[config.mk]
export PLATFORM = sky130hd
export DESIGN_NAME = ps2_keycode_decoder
export DESIGN_NICKNAME = d
export VERILOG_FILES = /design/src/rtl/ps2_kbd_pkg.sv /design/src/rtl/ps2_event_fifo.sv /design/src/rtl/ps2_keycode_decoder.sv
export SDC_FILE = /design/constraint.sdc
export NUM_CORES = 1
export LEC_CHECK = 0
export CAP_MARGIN = 15
export CORE_AREA = 8 8 134 136
export CTS_BUF_LIST = sky130_fd_sc_hd__clkbuf_4 sky130_fd_sc_hd__clkbuf_8 sky130_fd_sc_hd__clkbuf_16
export CTS_CLUSTER_SIZE = 24
export DETAILED_ROUTE_END_ITERATION = 8
export DIE_AREA = 0 0 142 144
export PLACE_DENSITY_LB_ADDON = 0.25
export SKIP_LAST_GASP = 1
export SLEW_MARGIN = 20
export SYNTH_ARGS = -nofsm -noshare
export SYNTH_HDL_FRONTEND = slang
export SYNTH_SLANG_ARGS = --single-unit
[constraint.sdc]
create_clock -name CLOCK -period 6 [get_ports CLOCK]
set_input_delay 1.2 -clock CLOCK [delete_from_list [all_inputs] [get_ports CLOCK]]
set_output_delay 1.2 -clock CLOCK [all_outputs]
set_load 0.02 [all_outputs]
[src/rtl/ps2_kbd_pkg.sv]
// Shared constants and types for the PS/2 keycode decoder.
// Holds the prefix/ignore scan codes, the hex-digit scan-code table, the
// prefix-parser state enum and the event-word layout.
package ps2_kbd_pkg;

  localparam logic [7:0] SC_E0   = 8'hE0;
  localparam logic [7:0] SC_F0   = 8'hF0;
  localparam logic [7:0] SC_BKSP = 8'h66;
  localparam logic [7:0] SC_DEL  = 8'h71;

  // Event word: {break, ext, code[7:0]}
  localparam int unsigned EV_W        = 10;
  localparam int unsigned EV_BRK_BIT  = 9;
  localparam int unsigned EV_EXT_BIT  = 8;
  localparam int unsigned EV_CODE_LSB = 0;

  // Scan codes of hex digits 0..f, indexed by digit value.
  localparam logic [7:0] HEX_SC [16] = '{
    8'h45, 8'h16, 8'h1E, 8'h26, 8'h25, 8'h2E, 8'h36, 8'h3D,
    8'h3E, 8'h46, 8'h1C, 8'h32, 8'h21, 8'h23, 8'h24, 8'h2B
  };

  typedef enum logic [1:0] {IDLE, GOT_E0, GOT_F0, GOT_E0F0} ps2_state_e;

  typedef struct packed {
    logic       hit;
    logic [3:0] idx;
  } hex_lookup_t;

  // Controller/keyboard housekeeping bytes (ack, BAT, echo, resend, errors).
  function automatic logic is_ignored(input logic [7:0] b);
    case (b)
      8'h00, 8'hAA, 8'hEE, 8'hFA, 8'hFC, 8'hFE, 8'hFF: return 1'b1;
      default: return 1'b0;
    endcase
  endfunction

  function automatic hex_lookup_t hex_lookup(input logic [7:0] code);
    hex_lookup_t r;
    r = '0;
    for (int i = 0; i < 16; i++) begin
      if (code == HEX_SC[i]) begin
        r.hit = 1'b1;
        r.idx = 4'(i);
      end
    end
    return r;
  endfunction

endpackage

[src/rtl/ps2_event_fifo.sv]
// Synchronous first-word-fall-through FIFO for key events.
// Ports:
//   clk_i, rst_i     clock, synchronous active-high reset
//   push_i, data_i   write request and data
//   pop_i            read request; honoured only when not empty
//   data_o, valid_o  head entry (0 when empty) and not-empty flag
//   overflow_o       sticky: a push was dropped because the FIFO was full
module ps2_event_fifo #(
  parameter int unsigned DEPTH = 8,
  parameter int unsigned WIDTH = 10
) (
  input  logic             clk_i,
  input  logic             rst_i,
  input  logic             push_i,
  input  logic [WIDTH-1:0] data_i,
  input  logic             pop_i,
  output logic [WIDTH-1:0] data_o,
  output logic             valid_o,
  output logic             overflow_o
);

  localparam int unsigned AW = (DEPTH > 1) ? $clog2(DEPTH) : 1;
  localparam int unsigned CW = $clog2(DEPTH) + 1;

  logic [WIDTH-1:0] mem_q [DEPTH];
  logic [AW-1:0]    wr_ptr_q, rd_ptr_q;
  logic [CW-1:0]    count_q;
  logic             overflow_q;

  logic empty, full, pop_en, push_en;

  always_comb begin
    empty   = (count_q == '0);
    full    = (count_q == CW'(DEPTH));
    pop_en  = pop_i && !empty;
    // A pop in the same cycle frees the slot, so a full FIFO still accepts.
    push_en = push_i && (!full || pop_en);
  end

  always_ff @(posedge clk_i) begin
    if (!rst_i && push_en) begin
      mem_q[wr_ptr_q] <= data_i;
    end
  end

  always_ff @(posedge clk_i) begin
    if (rst_i) begin
      wr_ptr_q   <= '0;
      rd_ptr_q   <= '0;
      count_q    <= '0;
      overflow_q <= 1'b0;
    end else begin
      if (push_en) wr_ptr_q <= wr_ptr_q + AW'(1);
      if (pop_en)  rd_ptr_q <= rd_ptr_q + AW'(1);
      case ({push_en, pop_en})
        2'b10:   count_q <= count_q + CW'(1);
        2'b01:   count_q <= count_q - CW'(1);
        default: count_q <= count_q;
      endcase
      if (push_i && !push_en) overflow_q <= 1'b1;
    end
  end

  assign valid_o    = !empty;
  assign data_o     = empty ? '0 : mem_q[rd_ptr_q];
  assign overflow_o = overflow_q;

endmodule

[src/rtl/ps2_keycode_decoder.sv]
// PS/2 scan-code decoder: parses E0/F0 prefixes, tracks held hex digits,
// backspace and delete, strobes hex makes and queues make/break events.
// Ports:
//   CLOCK, reset            sole clock, synchronous active-high reset
//   rx_data, rx_valid       received scan byte and its one-cycle qualifier
//   numbers                 held state of hex keys 0..f
//   key_backspace/delete    held state of backspace (66) and delete (E0 71)
//   ev_data/valid/ready     FWFT event queue head {break, ext, code}
//   ev_overflow             sticky: an event was dropped
//   digit, digit_stb        last hex make and its one-cycle strobe
module ps2_keycode_decoder
  import ps2_kbd_pkg::*;
#(
  parameter int unsigned FIFO_DEPTH     = 8,
  parameter int unsigned TIMEOUT_CYCLES = 50000,
  parameter bit          REPEAT_EN      = 1'b0
) (
  input  logic            CLOCK,
  input  logic            reset,
  input  logic [7:0]      rx_data,
  input  logic            rx_valid,
  output logic [15:0]     numbers,
  output logic            key_backspace,
  output logic            key_delete,
  output logic [EV_W-1:0] ev_data,
  output logic            ev_valid,
  input  logic            ev_ready,
  output logic            ev_overflow,
  output logic [3:0]      digit,
  output logic            digit_stb
);

  localparam int unsigned TOW = $clog2(TIMEOUT_CYCLES + 1);

  ps2_state_e     state_q, state_d;
  logic [TOW-1:0] cnt_q, cnt_d;
  logic [15:0]    numbers_q, numbers_d;
  logic           bksp_q, bksp_d;
  logic           del_q, del_d;
  logic [3:0]     digit_q, digit_d;
  logic           stb_q, stb_d;

  logic            emit, ev_brk, ev_ext, push, held;
  logic            is_hex, is_bksp, is_del;
  hex_lookup_t     hex;
  logic [EV_W-1:0] ev_word;

  always_comb begin
    state_d   = state_q;
    cnt_d     = cnt_q;
    numbers_d = numbers_q;
    bksp_d    = bksp_q;
    del_d     = del_q;
    digit_d   = digit_q;
    stb_d     = 1'b0;
    emit      = 1'b0;
    ev_brk    = 1'b0;
    ev_ext    = 1'b0;

    if (rx_valid) begin
      cnt_d = '0;
      if (is_ignored(rx_data)) begin
        state_d = IDLE;
      end else begin
        unique case (state_q)
          IDLE: begin
            if (rx_data == SC_E0)      state_d = GOT_E0;
            else if (rx_data == SC_F0) state_d = GOT_F0;
            else                       emit    = 1'b1;
          end
          GOT_E0: begin
            if (rx_data == SC_F0) begin
              state_d = GOT_E0F0;
            end else if (rx_data != SC_E0) begin
              emit    = 1'b1;
              ev_ext  = 1'b1;
              state_d = IDLE;
            end
          end
          GOT_F0: begin
            if (rx_data == SC_E0) begin
              state_d = GOT_E0F0;
            end else if (rx_data != SC_F0) begin
              emit    = 1'b1;
              ev_brk  = 1'b1;
              state_d = IDLE;
            end
          end
          GOT_E0F0: begin
            if (rx_data != SC_E0 && rx_data != SC_F0) begin
              emit    = 1'b1;
              ev_brk  = 1'b1;
              ev_ext  = 1'b1;
              state_d = IDLE;
            end
          end
          default: state_d = IDLE;
        endcase
      end
    end else if (state_q != IDLE) begin
      // Abandon a dangling prefix when the rest of the sequence never arrives.
      if (cnt_q == TOW'(TIMEOUT_CYCLES - 1)) begin
        state_d = IDLE;
        cnt_d   = '0;
      end else begin
        cnt_d = cnt_q + TOW'(1);
      end
    end

    hex     = hex_lookup(rx_data);
    is_hex  = hex.hit && !ev_ext;
    is_bksp = !ev_ext && (rx_data == SC_BKSP);
    is_del  = ev_ext && (rx_data == SC_DEL);

    if (is_hex)       held = numbers_q[hex.idx];
    else if (is_bksp) held = bksp_q;
    else if (is_del)  held = del_q;
    else              held = 1'b0;

    // Typematic repeat of a held key is dropped unless repeats are enabled.
    push = emit && (ev_brk || REPEAT_EN || !held);

    if (emit) begin
      if (is_hex)  numbers_d[hex.idx] = !ev_brk;
      if (is_bksp) bksp_d = !ev_brk;
      if (is_del)  del_d = !ev_brk;
      if (is_hex && !ev_brk && push) begin
        digit_d = hex.idx;
        stb_d   = 1'b1;
      end
    end

    ev_word                          = '0;
    ev_word[EV_BRK_BIT]              = ev_brk;
    ev_word[EV_EXT_BIT]              = ev_ext;
    ev_word[EV_CODE_LSB +: 8]        = rx_data;
  end

  always_ff @(posedge CLOCK) begin
    if (reset) begin
      state_q   <= IDLE;
      cnt_q     <= '0;
      numbers_q <= '0;
      bksp_q    <= 1'b0;
      del_q     <= 1'b0;
      digit_q   <= '0;
      stb_q     <= 1'b0;
    end else begin
      state_q   <= state_d;
      cnt_q     <= cnt_d;
      numbers_q <= numbers_d;
      bksp_q    <= bksp_d;
      del_q     <= del_d;
      digit_q   <= digit_d;
      stb_q     <= stb_d;
    end
  end

  ps2_event_fifo #(
    .DEPTH (FIFO_DEPTH),
    .WIDTH (EV_W)
  ) u_fifo (
    .clk_i      (CLOCK),
    .rst_i      (reset),
    .push_i     (push),
    .data_i     (ev_word),
    .pop_i      (ev_ready),
    .data_o     (ev_data),
    .valid_o    (ev_valid),
    .overflow_o (ev_overflow)
  );

  assign numbers       = numbers_q;
  assign key_backspace = bksp_q;
  assign key_delete    = del_q;
  assign digit         = digit_q;
  assign digit_stb     = stb_q;

endmodule

Word-level counts from Yosys, hierarchy flattened --
Memory sizes are Yosys's and may differ from the RTL's. A register that Yosys moved wholly into a read port is not among the register bits. Cells that the tools add are included. W data, S select, Z words.
Cells by class: add/subtract/negate cells 5, magnitude comparators 2, eq/ne operators 39, mux-type cells 62, bitwise gates (word level) 1, reduce and logical (&&, ||, !) cells 36
Operators with widths (count):
- $eq A8 B6 Y1 const B | 11
- $mux W5 | 16
- $eq A8 B8 Y1 const B | 8
- $eq A8 B7 Y1 const B | 4
- $eq A8 B5 Y1 const B | 3
- $mux W1 | 23
- $mux W2 | 11
- $add A16 B1 Y16 const B | 1
- $bwmux W16 | 1
- $eq A16 B16 Y1 const B | 1
- $mux W16 | 1
- $ne A8 B8 Y1 const B | 2
- $ne A5 B5 Y1 const B | 3
- $logic_and A1 B1 Y1 | 12
- $mux W10 | 1
- $logic_not A8 Y1 | 1
- $pmux W2 S4 | 1
- $pmux W4 S2 | 1
- $reduce_and A2 Y1 | 4
- $reduce_bool A2 Y1 | 4
- $logic_not A1 Y1 | 7
- $reduce_or A7 Y1 | 1
- $add A3 B1 Y3 const B | 2
- $eq A2 B2 Y1 const B | 3
- 18 further kinds | 23
Storage, ports and cells: register bits after elaboration 52, RAM bits 80, logic and storage cells 157, memories 1
Memory list:
- u_fifo.mem_q | words 8, bits a word 10, read ports 1, clocked after memory_dff 1, wr ports 1, line ps2_event_fifo.sv:25 | logic [WIDTH-1:0] mem_q [DEPTH];

Depth between registers and ports, before layout --
depth after elaboration 27, mapped depth 17, gate-level depth less buffers 14

Cells and area by module --
From an unflattened synthesis, not the netlist that was laid out.
Unflattened totals: cells, all modules 532, area total of the unflattened synthesis 6338.6 sq um
By module, submodules not included:
- ps2_event_fifo | instances 1, cells an instance 207, area each 3762.4 sq um, seq. area each 2682.6 sq um
- ps2_keycode_decoder | instances 1, cells an instance 325, area each 2576.2 sq um, seq. area each 820.8 sq um

Least setup slack after synthesis --
No wires, ideal clock.
path kind input port to flip-flop, from input port rx_data[2], to memory u_fifo.mem_q[0][0] (enable), setup time 403 ps, arrival 4320 ps, data required time 5597 ps, setup slack 1276 ps, cell stages on the path 13, path through buf_4 > and3b_1 > a221oi_1 > or3_1 > buf_2 > or4_1 > o31ai_1 > o2bb2ai_1 > a31o_1 > buf_6 > nor2b_4 > nand2b_1 > nor4_1
Between the ends: cells in the longest elaborated chain, start to end 26, elaborated cells between the ends (all ways) 81, classes of those cells eq/ne: 28; mux: 41; reduce/logical: 12
RTL lines:
- start, declared | line ps2_keycode_decoder.sv:20 | input logic [7:0] rx_data,
- $eq A8 B5 Y1 or $eq A8 B7 Y1 (tied branches) | line ps2_kbd_pkg.sv:42 | if (code == HEX_SC[i]) begin
- $mux W5 (15 in series) | line ps2_kbd_pkg.sv:42
- $bmux W1 S4 or $mux W5 (tied branches) | line ps2_keycode_decoder.sv:115, ps2_kbd_pkg.sv:42
- $mux W1 (not written as such) or $logic_and A1 B1 Y1 (tied branches) | line ps2_keycode_decoder.sv:115, ps2_keycode_decoder.sv:111
- $mux W1 | line ps2_keycode_decoder.sv:115 | if (is_hex) held = numbers_q[hex.idx];
- $logic_not A1 Y1 | line ps2_keycode_decoder.sv:121 | push = emit && (ev_brk || REPEAT_EN || !held);
- $logic_or A1 B1 Y1 | line ps2_keycode_decoder.sv:121
- $logic_and A1 B1 Y1 * | line ps2_keycode_decoder.sv:121
- $logic_and A1 B1 Y1 * | line ps2_event_fifo.sv:37 | push_en = push_i && (!full || pop_en);
- $logic_and A1 B1 Y1 * | line ps2_event_fifo.sv:41 | if (!rst_i && push_en) begin
- $mux W1 * | line ps2_event_fifo.sv:41
- $mux W1 (not written as such) * | line ps2_event_fifo.sv:42 | mem_q[wr_ptr_q] <= data_i;
- end, declared | line ps2_event_fifo.sv:25
Every way passes the cells marked *; elsewhere a longest branch is shown, timed or not. The select of a mux whose other input is x is not followed.

Worst setup path after layout --
from input port rx_data[0], to register u_fifo.count_q[3]
Between the ends: cells in the longest elaborated chain, start to end 25, elaborated cells between the ends (all ways) 82, classes of those cells eq/ne: 30; mux: 40; reduce/logical: 12
RTL lines:
- $eq A8 B5 Y1 or $eq A8 B7 Y1 (tied branches) | line ps2_kbd_pkg.sv:42
- $mux W5 (15 in series) | line ps2_kbd_pkg.sv:42
- $bmux W1 S4 or $mux W5 (tied branches) | line ps2_keycode_decoder.sv:115, ps2_kbd_pkg.sv:42
- $mux W1 (not written as such) or $logic_and A1 B1 Y1 (tied branches) | line ps2_keycode_decoder.sv:115, ps2_keycode_decoder.sv:111
- $mux W1 | line ps2_keycode_decoder.sv:115
- $logic_not A1 Y1 | line ps2_keycode_decoder.sv:121
- $logic_or A1 B1 Y1 | line ps2_keycode_decoder.sv:121
- $logic_and A1 B1 Y1 * | line ps2_keycode_decoder.sv:121
- $logic_and A1 B1 Y1 * | line ps2_event_fifo.sv:37
- $eq A2 B1 Y1 or $eq A2 B2 Y1 (tied branches) | line ps2_event_fifo.sv:55 | case ({push_en, pop_en})
- $pmux W4 S2 or $reduce_bool A2 Y1 (tied branches)
- end signal, assigned | line ps2_event_fifo.sv:56 | 2'b10: count_q <= count_q + CW'(1);
- end signal, assigned | line ps2_event_fifo.sv:57 | 2'b01: count_q <= count_q - CW'(1);
- end signal, assigned | line ps2_event_fifo.sv:58 | default: count_q <= count_q;
- end, declared | line ps2_event_fifo.sv:27 | logic [CW-1:0] count_q;
Marked as above. A chain may end at the register's enable or synchronous reset.

==> metrics.yaml <==
detailed_routing:
  drc: 0
  ant_nets: 0
  drtIter0Drc: 255
  vias_per_cell: 5.33
  dr.pass1.iters: 4
  routed_wl_mm: 14.4
  wl_per_cell_microns: 17.9
  dr_total_vias: 4283
floorplanning:
  die_area_sq_um: 20400
  die_h_microns: 144
  core_area_sq_um: 16100
  start_util_pct: 38.7
  rows: 47
  die_w_microns: 142
  ios: 47
power_and_ir_drop:
  p_switching_uw: 731
  power_frac_comb_pct: 21.4
  internal-power_mw: 2.00
  power_mw: 2.73
  p_sw_share_pct: 26.8
  power_frac_clock_pct: 40.1
  p_seq_share_pct: 38.5
  ir_drop_mv: 0.282
  p_per_area_nw_per_um2: 359
  power.leakage_nw: 2.53
setup_path:
  path_cells: "clkdlybuf4s50_1, nor4b_2, nand4_1, o21ai_1, nor2_1, o311ai_0, o2bb2ai_1, a31o_1, and2b_1, ha_1, a21o_1, a21oi_1, nor3_2, a21oi_2, mux2_4"
  cp.required_ns: 6.30
  worst_setup_path_start_kind: "primary input"
  criticalPathCategory: "primary input to flop"
  slowest_delay_ns: 0.76
  slowest_stage: "clkdlybuf4s50_1"
  critPathCaptureType: "flop"
  arrival_ns: 5.34
  crit_fanout: 22
clocking:
  cts_resized: 0
  clock_latency_ns: 0.41
  cts_buffer_depth: 2
  htreeDepth: 4
  hold_buffers: 0
  clk_pin_slew_ns: 0.06
  cts_setup_buffers: 0
  numClockSinks: 135
  numCtsBuffers: 17
  cts_root_buffer: "clkbuf_16"
  cts_tree: "yes"
finish:
  final_common_cell: "edfxtp_1"
  fin_util_pct: 47.3
  drive_above_1_share_pct: 16.5
  fillers: 1419
  mostFrequentLayoutCells: "edfxtp_1, nor2_1, dfxtp_1"
  antennaDiodeCount: 0
  finalNetCount: 588
  area.growth.synth_to_final_pct: 22.2
sta:
  max_slew_margin_pct: 32.6
  rsz0062_at_grt: "no"
  fin_skew_ns: 0.00642
  fmax_ghz: 0.199
  fin_setup_tns_ns: 0
  finalCritPeriodShare_pct: 83.9
  timing.final.hold_violations: 0
  slew_viol_final: 0
  min_period_ns: 5.04
  setup_viol: 0
  worst_pin_slew_ns: 1.01
grt:
  grt-ovfl-total: 0
  grt_pass1_wl_mm: 23.2
  grt_use_total_pct: 14.8
  grt_pass1_vias: 4312
  grt_max_degree: 45
  antenna_found_initial: 0
logic_synthesis:
  async_flop_share_pct: 0
  ys_seq_area_share_pct: 56.4
  synth_warnings: 0
  synth_edf_count: 80
  syn_area_per_cell_sq_um: 12.1
  syn-num-nets: 532
  netlist_area_sq_um: 6210
  yosysUniqueCellTypes: 67
  synthFlopType: "edfxtp_1"
  syn_inst: 514
  ys_ff_latch: 135
place:
  gp_congestion: 0.867
  hpwl_mm: 9.84
  portBuffers: 46
worst_hold_path:
  min_path_type: "flop to flop"
flow_run:
  drv_cap: 0
run_status:
  status: "completed"
==> worst paths after layout <==
path / start / to / slack [ns] / cells after the start
worst max register to register: state_q[1]$_SDFFE_PP0P_ / u_fifo.count_q[3]$_SDFFE_PP0P_ / 3.08 / 11
worst min-delay path: u_fifo.overflow_o$_SDFFE_PP0P_ / u_fifo.overflow_o$_SDFFE_PP0P_ / 0.48 / 2
worst max-delay path: rx_data[0] / u_fifo.count_q[3]$_SDFFE_PP0P_ / 0.96 / 15
worst min register to register: u_fifo.overflow_o$_SDFFE_PP0P_ / u_fifo.overflow_o$_SDFFE_PP0P_ / 0.48 / 2
==> logic make-up (layout without fill, tap and decap cells) <==
| family | after synthesis | count (layout) | share of synthesized area (%) |
|---|---|---|---|
| fa+ha+maj | 6 | 6 | 1.33 |
| compound gates | 76 | 76 | 8.94 |
| buf+inv | 42 | 111 | 3.16 |
| flops | 135 | 135 | 56.4 |
| xor+xnor | 19 | 19 | 2.68 |
| mux | 44 | 44 | 11.2 |
| simple gates | 192 | 192 | 16.3 |
==> state kept, by name (all words and copies together) (netlist names), named ones only <==
signal	flops
u_fifo.mem_q	80
cnt_q	16
numbers	16
digit	4
u_fifo.count_q	4
u_fifo.rd_ptr_q	3
u_fifo.wr_ptr_q	3
state_q	2
digit_stb	1
key_backspace	1
key_delete	1
u_fifo.overflow_o	1
==> metal layers <==
layer | vias up | wire length [microns] | part of all wire [%] | track usage, %
met5 | - | 0 | 0 | 0
met4 | 0 | 150 | 1.0 | 4.69
met3 | 12 | 758 | 5.3 | 4.56
met2 | 93 | 6960 | 48 | 24.1
met1 | 2143 | 6490 | 45 | 18.3
li1 | 2035 | - | - | -
==> worst max-delay path: cells and delay by family <==
kind / cells / cell delay (ns)
multiplexers: 1 / 0.30
adder cells (fa/ha/maj): 1 / 0.28
buffers and inverters: 1 / 0.76
AND/OR/NAND/NOR: 5 / 1.28
AO/OA/AOI/OAI: 7 / 1.50
==> synthesized netlist by cell type (all sizes together), types with 3 or more instances <==
cell type / n / area, sq um
a31o: 3 / 26.3
nand3: 11 / 60.1
xnor2: 9 / 78.8
xor2: 10 / 87.6
buf: 13 / 87.6
nor2: 71 / 272
mux4: 20 / 450
nor2b: 7 / 51.3
and2: 3 / 18.8
o21ai: 5 / 25.0
or2: 6 / 37.5
nor3b: 7 / 52.6
or3: 5 / 31.3
a211oi: 5 / 37.5
nor4: 7 / 43.8
nand3b: 4 / 30.0
edfxtp: 80 / 2400
nand4: 8 / 50.1
clkbuf: 16 / 60.1
inv: 13 / 48.8
nor4b: 3 / 32.5
nor3: 12 / 76.3
a21oi: 27 / 139
a2111oi: 3 / 57.6
nand2: 27 / 101
dfxtp: 55 / 1100
o31ai: 3 / 22.5
ha: 5 / 62.6
nand2b: 10 / 62.6
mux2i: 22 / 220
a311oi: 14 / 123
==> power groups by stage <==
stage	registers [mW]	logic [mW]	clock network, mW
3_5_place_dp	1.07	0.589	0
5_1_grt	1.06	0.641	1.15
6_report	1.05	0.584	1.09
2_1_floorplan	1.05	0.385	0
4_1_cts	1.05	0.595	1.11
3_3_place_gp	1.07	0.581	0
==> cell type report <==
type | count | area (sq um) | share of cell area, %
multi-input cells | 337 | 2530 | 33.3
clock inverters | 12 | 175 | 2.31
inverters | 13 | 48.8 | 0.643
repair buffers | 66 | 611 | 8.04
well taps | 220 | 275 | 3.63
clock buffers | 20 | 448 | 5.90
flip-flops and latches | 135 | 3500 | 46.1
==> metrics by stage <==
stage / cells / cell area, sq um / setup WS, ns / hold slack [ns]
finish: 803 / 7590 / 0.963 / 0.477
global route: 803 / 7590 / 0.687 / 0.503
CTS: 803 / 7590 / 0.965 / 0.486
detailed placement: 771 / 6970 / 0.528 / 0.472
global placement: 771 / 6970 / 0.621 / 0.465
floorplan: 514 / 6210 / 1.28 / 0.467
(Power assumes the default switching activity.)
